## src/rtl/maze_pkg.sv

```systemverilog
// Shared definitions for the maze path checker and the rat-in-maze solver:
// direction encoding, error codes and the checker state encoding.
package maze_pkg;

    localparam int unsigned DIR_W = 2;
    localparam int unsigned ERR_W = 3;

    localparam logic [DIR_W-1:0] DIR_UP    = 2'b00;
    localparam logic [DIR_W-1:0] DIR_RIGHT = 2'b01;
    localparam logic [DIR_W-1:0] DIR_LEFT  = 2'b10;
    localparam logic [DIR_W-1:0] DIR_DOWN  = 2'b11;

    localparam logic [ERR_W-1:0] ERR_NONE     = 3'd0;
    localparam logic [ERR_W-1:0] ERR_OOB      = 3'd1;
    localparam logic [ERR_W-1:0] ERR_WALL     = 3'd2;
    localparam logic [ERR_W-1:0] ERR_OFF_GOAL = 3'd3;
    localparam logic [ERR_W-1:0] ERR_PROTO    = 3'd4;
    localparam logic [ERR_W-1:0] ERR_START    = 3'd5;

    typedef enum logic [2:0] {
        ST_IDLE      = 3'd0,
        ST_CHK0      = 3'd1,
        ST_WAIT0     = 3'd2,
        ST_WAIT_MOVE = 3'd3,
        ST_FETCH     = 3'd4,
        ST_EVAL      = 3'd5,
        ST_DONE      = 3'd6
    } state_e;

endpackage

```

## src/rtl/maze_step.sv

```systemverilog
// One grid step: (row, col, dir) -> neighbouring cell plus an out-of-bounds flag.
// Purely combinational so the solver can share it.
module maze_step
    import maze_pkg::*;
#(
    parameter  int unsigned N  = 16,
    localparam int unsigned AW = $clog2(N)
) (
    input  logic [AW-1:0]    row,
    input  logic [AW-1:0]    col,
    input  logic [DIR_W-1:0] dir,
    output logic [AW-1:0]    next_row_c,
    output logic [AW-1:0]    next_col_c,
    output logic             oob_c
);

    always_comb begin
        next_row_c = row;
        next_col_c = col;
        oob_c      = 1'b0;
        case (dir)
            DIR_UP: begin
                oob_c      = (row == '0);
                next_row_c = row - AW'(1);
            end
            DIR_RIGHT: begin
                oob_c      = (col == AW'(N - 1));
                next_col_c = col + AW'(1);
            end
            DIR_LEFT: begin
                oob_c      = (col == '0);
                next_col_c = col - AW'(1);
            end
            default: begin
                oob_c      = (row == AW'(N - 1));
                next_row_c = row + AW'(1);
            end
        endcase
    end

endmodule

```

## config.mk

```make
export PLATFORM = sky130hd
export DESIGN_NAME = maze_step
export DESIGN_NICKNAME = d
export VERILOG_FILES = /design/src/rtl/maze_pkg.sv /design/src/rtl/maze_step.sv
export SDC_FILE = /design/constraint.sdc
export NUM_CORES = 1
export LEC_CHECK = 0
export CORE_AREA = 2 2 39 41
export DETAILED_ROUTE_END_ITERATION = 10
export DIE_AREA = 0 0 41 43
export PLACE_DENSITY = 0.7
export SLEW_MARGIN = 5
export SYNTH_ARGS = -nofsm -noshare
export SYNTH_HDL_FRONTEND = slang
export SYNTH_SLANG_ARGS = --single-unit
```

## constraint.sdc

```tcl
create_clock -name vclk -period 1.69
set_input_delay 0.169 -clock vclk [all_inputs]
set_output_delay 0.169 -clock vclk [all_outputs]
set_load 0.02 [all_outputs]
```

==> results of run 1 <==
[Yosys cell counts]
cell      n  area (um^2)
a211o_1   1         8.76
a211oi_1  1         7.51
a21boi_2  1         11.3
a21oi_1   5         25.0
buf_4     1         7.51
clkbuf_1  1         3.75
ha_1      7         87.6
inv_1     2         7.51
mux2_1    2         22.5
nand2_1   3         11.3
nand3_1   2         10.0
nand4_1   1         6.26
nor2_1    3         11.3
o21ai_0   1         5.00
o21ai_2   1         8.76
o21bai_1  1         7.51
o22a_1    1         8.76
o22ai_1   1         6.26
or4b_4    2         27.5
xnor2_1   4         35.0
xor2_1    6         52.6
[cells by family after synthesis]
kind of cell | share of synthesized area
simple gates | 0.178
mux | 0.0606
compound gates | 0.239
xor+xnor | 0.236
fa+ha+maj | 0.236
buf+inv | 0.0505
[metal layers]
metal / routed length [um] / track usage
met5: 0 / 0
met4: 16 / 0.0200
met3: 38 / 0
met2: 578 / 0.231
met1: 486 / 0.180
[stage by stage]
step,instances,area [um^2]
final,102,835
after global routing,102,835
after CTS,101,787
after detailed placement,101,747
after global placement,101,747
after floorplan,47,390
[final cells by class]
class,count,area share
multi-input cells,43,0.534
inverters,2,0.0240
well taps,16,0.0240
repair buffers,41,0.418
[critical path, stage by stage]
cell and delay [ns]:
clkdlybuf4s15_1 0.23, or4b_4 0.58, o21ai_2 0.07, o21bai_1 0.10, xnor2_2 0.14, buf_4 0.15
[what timing repair did]
| item | in CTS | in global routing |
|---|---|---|
| setup endpoints to repair | 9 | 5 |
| gates resized for setup | 66 | 15 |
| pin swaps | 7 | 9 |
| setup buffers | 0 | 1 |
[report_power, final]
| group | internal [mW] | leakage, nW | total, mW | switching (mW) |
|---|---|---|---|---|
| clock network | 0 | 0 | 0 | 0 |
| registers | 0 | 0 | 0 | 0 |
| logic | 0.152 | 0.377 | 0.284 | 0.133 |
| total | 0.152 | 0.377 | 0.284 | 0.133 |
[final timing paths]
path | startpoint | endpoint | slack [ns] | cells past startpoint
worst max-delay path | row[1] | next_row_c[3] | 0.08 | 6
worst min-delay path | col[2] | next_col_c[2] | 0.86 | 4
==> results.txt, run 1 <==
# DRC -> 0
initial core utilization -> 0.269
row count -> 14
Layout area overhead -> 125%
Final Max Tran Viols -> 0
CLK BUF -> 0
area taken by multi-input logic gates -> 445 um^2
crit path max fanout -> 4
Die Area -> 1760 um^2
GRT overflow -> 0
min-delay worst type -> in2out
CP arrival -> 1.44 ns
post-synth net total -> 64
sequential cell count -> 0
outcome -> finished, final reports clean
Core Util, Final -> 0.603
PortBufs -> 19
antenna viol nets, final -> 0
worst-margin pin slew -> 0.226 ns
Post-DP HPWL -> 839 um
Post-layout nets -> 105
filler cell count in the final layout -> 123
Final Hold Viols -> 0
Pleak -> 0.377 nW
crit path launch type -> primary input
most common cell after layout, fill and taps aside -> buf_4
fmax -> 620 MHz
initial DRC count -> 3
I/O pin count -> 19
Rel. slew slack -> 0.849
die height -> 43 um
final worst slack -> 0.0775 ns
largest net degree at the start of global routing -> 9
Antenna diodes -> 0
distinct cell type count after synthesis -> 21
commonest cells after routing, fill and taps aside -> buf_4 (27), xor2_1 (6), dlygate4sd2_1 (5)
via count -> 473
Cell Pwr Density -> 341 nW/um^2
overall power -> 284 uW
Synth Instances -> 47
GRT Resource Usage Total -> 0.134
GPL Wtd Cong -> 0.728
VDD IR-drop max -> 0.000198 V
cts hold-fix bufs -> 0
Tcrit/Tclk final -> 0.954
share of cells above drive strength 1 -> 0.593
register area -> 0 um^2
required time of the critical path -> 1.52 ns
register area share after synthesis -> 0
max-cap violations -> 0
final wirelength -> 1.12 mm
final setup violation count -> 0
pre-CTS setup slack -> -0.948 ns
Crit. End Element -> primary output
core box area -> 1380 um^2
RSZ-0062 raised after global routing -> yes
wire length of the first global-routing pass -> 1.72 mm
vias in the first global route -> 421
total negative slack -> 0 ns
Die X -> 41 um
Via density -> 4.64
TritonRoute pass-1 iters -> 2
Post-Syn Area -> 372 um^2
antenna violations before repair -> 0
hold_ws -> 0.865 ns
syn avg cell area -> 7.91 um^2
Worst Setup Path Type -> in2out
DR WL/cell -> 11.0 um
Period minus WS final -> 1.61 ns
Ys Warns -> 0
Power figures use the tool's default switching activity.
==> run 2: changes to the inputs <==
GPL_ROUTABILITY_DRIVEN = 0   (was unset)
SETUP_SLACK_MARGIN = 0.5   (was unset)
clock period = 2.03 ns   (was 1.69 ns; I/O delays follow)
==> results.txt, run 2 (synthesis results as in run 1) <==
Period minus WS final -> 1.82 ns
die height -> 43 um (unchanged)
Layout area overhead -> 142% (was 125%)
DR WL/cell -> 11.2 um (was 11.0 um)
sequential cell count -> 0 (unchanged)
crit path max fanout -> 4 (unchanged)
RSZ-0062 raised after global routing -> yes (unchanged)
Cell Pwr Density -> 303 nW/um^2 (was 341 nW/um^2)
# DRC -> 0 (unchanged)
antenna viol nets, final -> 0 (unchanged)
Post-DP HPWL -> 889 um (was 839 um)
crit path launch type -> primary input (unchanged)
share of cells above drive strength 1 -> 0.690 (was 0.593)
Placed Cells -> 101 (unchanged)
Setup crit start -> dir[0] (was row[1])
vias in the first global route -> 476 (was 421)
commonest cells after routing, fill and taps aside -> buf_4 (27), dlygate4sd2_1 (6), buf_6 (6) (was buf_4 (27), xor2_1 (6), dlygate4sd2_1 (5))
Final Max Tran Viols -> 0 (unchanged)
VDD IR-drop max -> 0.000140 V (was 0.000198 V)
final setup violation count -> 0 (unchanged)
overall power -> 272 uW (was 284 uW)
TritonRoute pass-1 iters -> 1 (was 2)
initial DRC count -> 0 (was 3)
fmax -> 550 MHz
Via density -> 4.62 (was 4.64)
wire length of the first global-routing pass -> 1.86 mm (was 1.72 mm)
Die Area -> 1760 um^2 (unchanged)
I/O pin count -> 19 (unchanged)
final instance area -> 900 um^2 (was 835 um^2)
Critical Path Sink -> next_row_c[2] (was next_row_c[3])
min-delay worst type -> in2out (unchanged)
via count -> 476 (was 473)
Cell Area, Placed -> 812 um^2 (was 747 um^2)
final std cells w/o fill -> 103 (was 102)
max-cap violations -> 0 (unchanged)
CLK BUF -> 0 (unchanged)
total negative slack -> 0 ns (unchanged)
PortBufs -> 19 (unchanged)
Tcrit/Tclk final -> 0.896
Worst Setup Path Type -> in2out (unchanged)
most common cell after layout, fill and taps aside -> buf_4 (unchanged)
Core Util, Final -> 0.650 (was 0.603)
Antenna diodes -> 0 (unchanged)
Final Hold Viols -> 0 (unchanged)
antenna violations before repair -> 0 (unchanged)
GRT overflow -> 0 (unchanged)
outcome -> finished, final reports clean (unchanged)
initial core utilization -> 0.269 (unchanged)
Pleak -> 0.406 nW (was 0.377 nW)
register area -> 0 um^2 (unchanged)
worst-margin pin slew -> 0.200 ns (was 0.226 ns)
Post-layout nets -> 106 (was 105)
cts hold-fix bufs -> 0 (unchanged)
core box area -> 1380 um^2 (unchanged)
Crit. End Element -> primary output (unchanged)
CP arrival -> 1.62 ns (was 1.44 ns)
required time of the critical path -> 1.83 ns (was 1.52 ns)
Die X -> 41 um (unchanged)
final wirelength -> 1.15 mm (was 1.12 mm)
largest net degree at the start of global routing -> 9 (unchanged)
row count -> 14 (unchanged)
GRT Resource Usage Total -> 0.139 (was 0.134)
Rel. slew slack -> 0.866 (was 0.849)
==> run 2: metal layers <==
metal | part of all wire | GRT usage | up-vias
met5 | 0 | 0 | -
met4 | 0 | 0 | 0
met3 | 0.028 | 0 | 0
met2 | 0.55 | 0.256 | 7
met1 | 0.43 | 0.181 | 223
li1 | - | - | 246
==> run 2: repair_timing <==
item                       4_1_cts  5_1_grt
gates resized for setup         66       13
setup buffers                    2        0
setup endpoints to repair        9        9
pin swaps                       14       10
==> run 2: critical path, cell delays in order <==
cell,delay [ns]
buf_6,0.09
buf_6,0.12
inv_12,0.05
ha_4,0.13
xor2_1,0.17
ha_2,0.20
a21oi_2,0.03
xor2_1,0.13
nor2_1,0.18
xor2_2,0.17
buf_6,0.13
==> run 2: per-stage QoR <==
stage	hold WS [ns]	setup slack, ns
after global placement	1.59	-0.627
after detailed placement	1.59	-0.689
final	0.966	0.212
after CTS	0.965	0.212
after floorplan	0.493	0.418
after global routing	0.996	0.142
==> run 2: where the power goes <==
part,leakage (nW),switching (mW),internal [mW]
clock network,0,0,0
registers,0,0,0
logic,0.406,0.124,0.149
==> run 2: how the worst min path moves through the flow <==
| stage | from | endpoint | slack [ns] | cells past startpoint |
|---|---|---|---|---|
| after floorplan | row[2] | next_row_c[2] | 0.49 | 1 |
| after CTS | row[1] | next_row_c[1] | 0.96 | 3 |
| after detailed placement | row[3] | next_row_c[3] | 1.59 | 4 |
| after global placement | row[3] | next_row_c[3] | 1.59 | 4 |
| final | col[2] | next_col_c[2] | 0.97 | 4 |
| after global routing | row[1] | next_row_c[1] | 1.0 | 3 |
==> run 2: area by class of cell <==
type / count / area [um^2]
timing repair buffer: 42 / 350
multi-input combinational: 43 / 507
fill: 120 / 484
inverter: 2 / 22.5
tap: 16 / 20.0
==> RTL change (settings of run 2) <==
Set the package constant `DIR_W` to 4 (it was 2).
--- a/src/rtl/maze_pkg.sv
+++ b/src/rtl/maze_pkg.sv
@@ -2,7 +2,7 @@
 // direction encoding, error codes and the checker state encoding.
 package maze_pkg;
 
-    localparam int unsigned DIR_W = 2;
+    localparam int unsigned DIR_W = 4;
     localparam int unsigned ERR_W = 3;
 
     localparam logic [DIR_W-1:0] DIR_UP    = 2'b00;
Interface: changed (resized dir); port bits go from 19 to 21. No check against the original RTL was run, so the function may have changed too.
==> RTL change against run 2 <==
- first-iteration DRC count rose by 3
- routed wire length rose by 7.4%
- die area did not move
- power fell by 26%
- worst setup slack got worse by 0.088 ns
- area after synthesis fell by 1.7%
- hold slack got worse by 0.0015 ns
- final area fell by 3.1%
- global-route usage rose by 1.9 points
- critical endpoint unchanged
==> RTL change: results (changes against run 2) <==
run status=finished clean (unchanged); vias in the first global route=531 (was 476); I/O Buffers=21 (was 19); first-pass GRT wire length=2060 um (was 1860 um); total negative slack=0 ns (unchanged); Int Power=0.110 mW (was 0.149 mW); initial drt markers=3 (was 0); via count=499 (was 476); YS warnings=0 (unchanged); # clk buffers=0 (unchanged); Hold WC Path Type=in -> out (unchanged); worst slew pin tran=0.266 ns (was 0.200 ns); CP max FO=2 (was 4); share of layout cells above drive strength 1=65.6% (was 69.0%); sequential fraction of the synthesis area=0% (unchanged); nets@finish=108 (was 106); largest cells by area after synthesis=xor2_1 (12%), ha_1 (10%), xnor2_1 (7.2%) (was ha_1 (24%), xor2_1 (14%), xnor2_1 (9.4%)); worst slack, placed=-0.774 ns (was -0.689 ns); Synth top cells by count=xor2_1 (5), a21oi_1 (4), ha_1 (3), inv_1 (3), xnor2_1 (3) (was ha_1 (7), xor2_1 (6), a21oi_1 (5), xnor2_1 (4)); crit path from=dir[2] (was dir[0]); CP arrival=1.70 ns (was 1.62 ns); Worst Setup EP=next_row_c[2] (unchanged); largest net degree at the start of global routing=6 (was 9); Final Non-Filler Cells=106 (was 103); wirelength, routed=1240 um (was 1150 um); Tmin final=1.91 ns (was 1.82 ns); post-synthesis cell type count=27 (was 21); drt pass-1 iters=4 (was 1); Peak VDD IR=0.142 mV (was 0.140 mV); total track usage=15.8% (was 13.9%); leakage dissipation=0.408 nW (was 0.406 nW); initial antenna violation count=0 (unchanged); detailed placer's ending HPWL=922 um (was 889 um); Antenna Cells=0 (unchanged); Synth Net Count=61 (was 64); Cells after Synth=45 (was 47); seq_cells=0 (unchanged); placed cell count=100 (was 101); Hold Path Stages=4 (unchanged)
-- RTL change: changes by cell type in the layout (fill, tap and decap cells not counted), sizes merged, moves of 2 or more --
cell	before	now
buf	33	37
ha	7	3
nor4	0	3
and3	0	2
nor4b	0	2
o21ai	2	4
-- RTL change: how the worst min path moves through the flow --
| stage | slack [ns] | endpoint | start |
|---|---|---|---|
| finish | 0.96 | next_col_c[0] | col[0] |
| floorplan | 0.49 | next_row_c[2] | row[2] |
| global route | 0.99 | next_col_c[0] | col[0] |
| CTS | 0.97 | next_col_c[0] | col[0] |
| detailed placement | 1.57 | next_row_c[3] | row[3] |
| global placement | 1.56 | next_row_c[3] | row[3] |
-- RTL change: cell families (layout without fill, tap and decap cells) --
logic type | Yosys count | in the layout | share of synthesized area [%]
adders and majority gates | 4 | 4 | 15.8
buffers and inverters | 3 | 48 | 3.08
xor gates and xnor gates | 8 | 8 | 19.2
AOI/OAI and AO/OA | 9 | 9 | 13.7
muxes | 2 | 2 | 5.82
and+or+nand+nor | 19 | 19 | 42.5
-- RTL change: repair_timing --
| action | CTS | global route |
|---|---|---|
| endpoints found under the setup margin | 9 | 8 |
| gates resized for setup | 88 | 8 |
| hold buffers | 0 | 0 |
| buffers inserted | 6 | 0 |
| pin swaps | 16 | 8 |
-- RTL change: per-stage QoR --
stage               hold slack (ns)  area (um^2)
floorplan                     0.493          407
global placement               1.56          772
detailed placement             1.57          772
CTS                           0.969          838
global route                  0.989          872
finish                        0.964          872
-- RTL change: final cells by class --
| type | instances | area, um^2 |
|---|---|---|
| tap | 16 | 20.0 |
| multi-input combinational | 42 | 432 |
| inverter | 3 | 11.3 |
| fill | 121 | 512 |
| timing repair buffer | 45 | 409 |
-- RTL change: critical path, stage by stage --
cell and delay, ns:
buf_8 0.10, buf_6 0.11, nor4_4 0.30, xor2_1 0.12
ha_2 0.19, nor2_1 0.10, mux2i_1 0.09, a21oi_2 0.17
xor2_2 0.18, buf_6 0.14
-- RTL change: power groups by stage --
stage	Sequential, mW	Combinational (mW)	Clock [mW]
final	0	0.202	0
after global routing	0	0.215	0
after CTS	0	0.196	0
after detailed placement	0	0.184	0
after global placement	0	0.182	0
after floorplan	0	0.0760	0
-- RTL change: layer usage --
| metal | global-route usage (%) | vias up | routed length (um) |
|---|---|---|---|
| met5 | 0 | - | 0 |
| met1 | 17.0 | 224 | 481 |
| met2 | 32.2 | 18 | 680 |
| met4 | 0.667 | 0 | 0 |
| met3 | 0.524 | 0 | 77 |
| li1 | - | 257 | - |
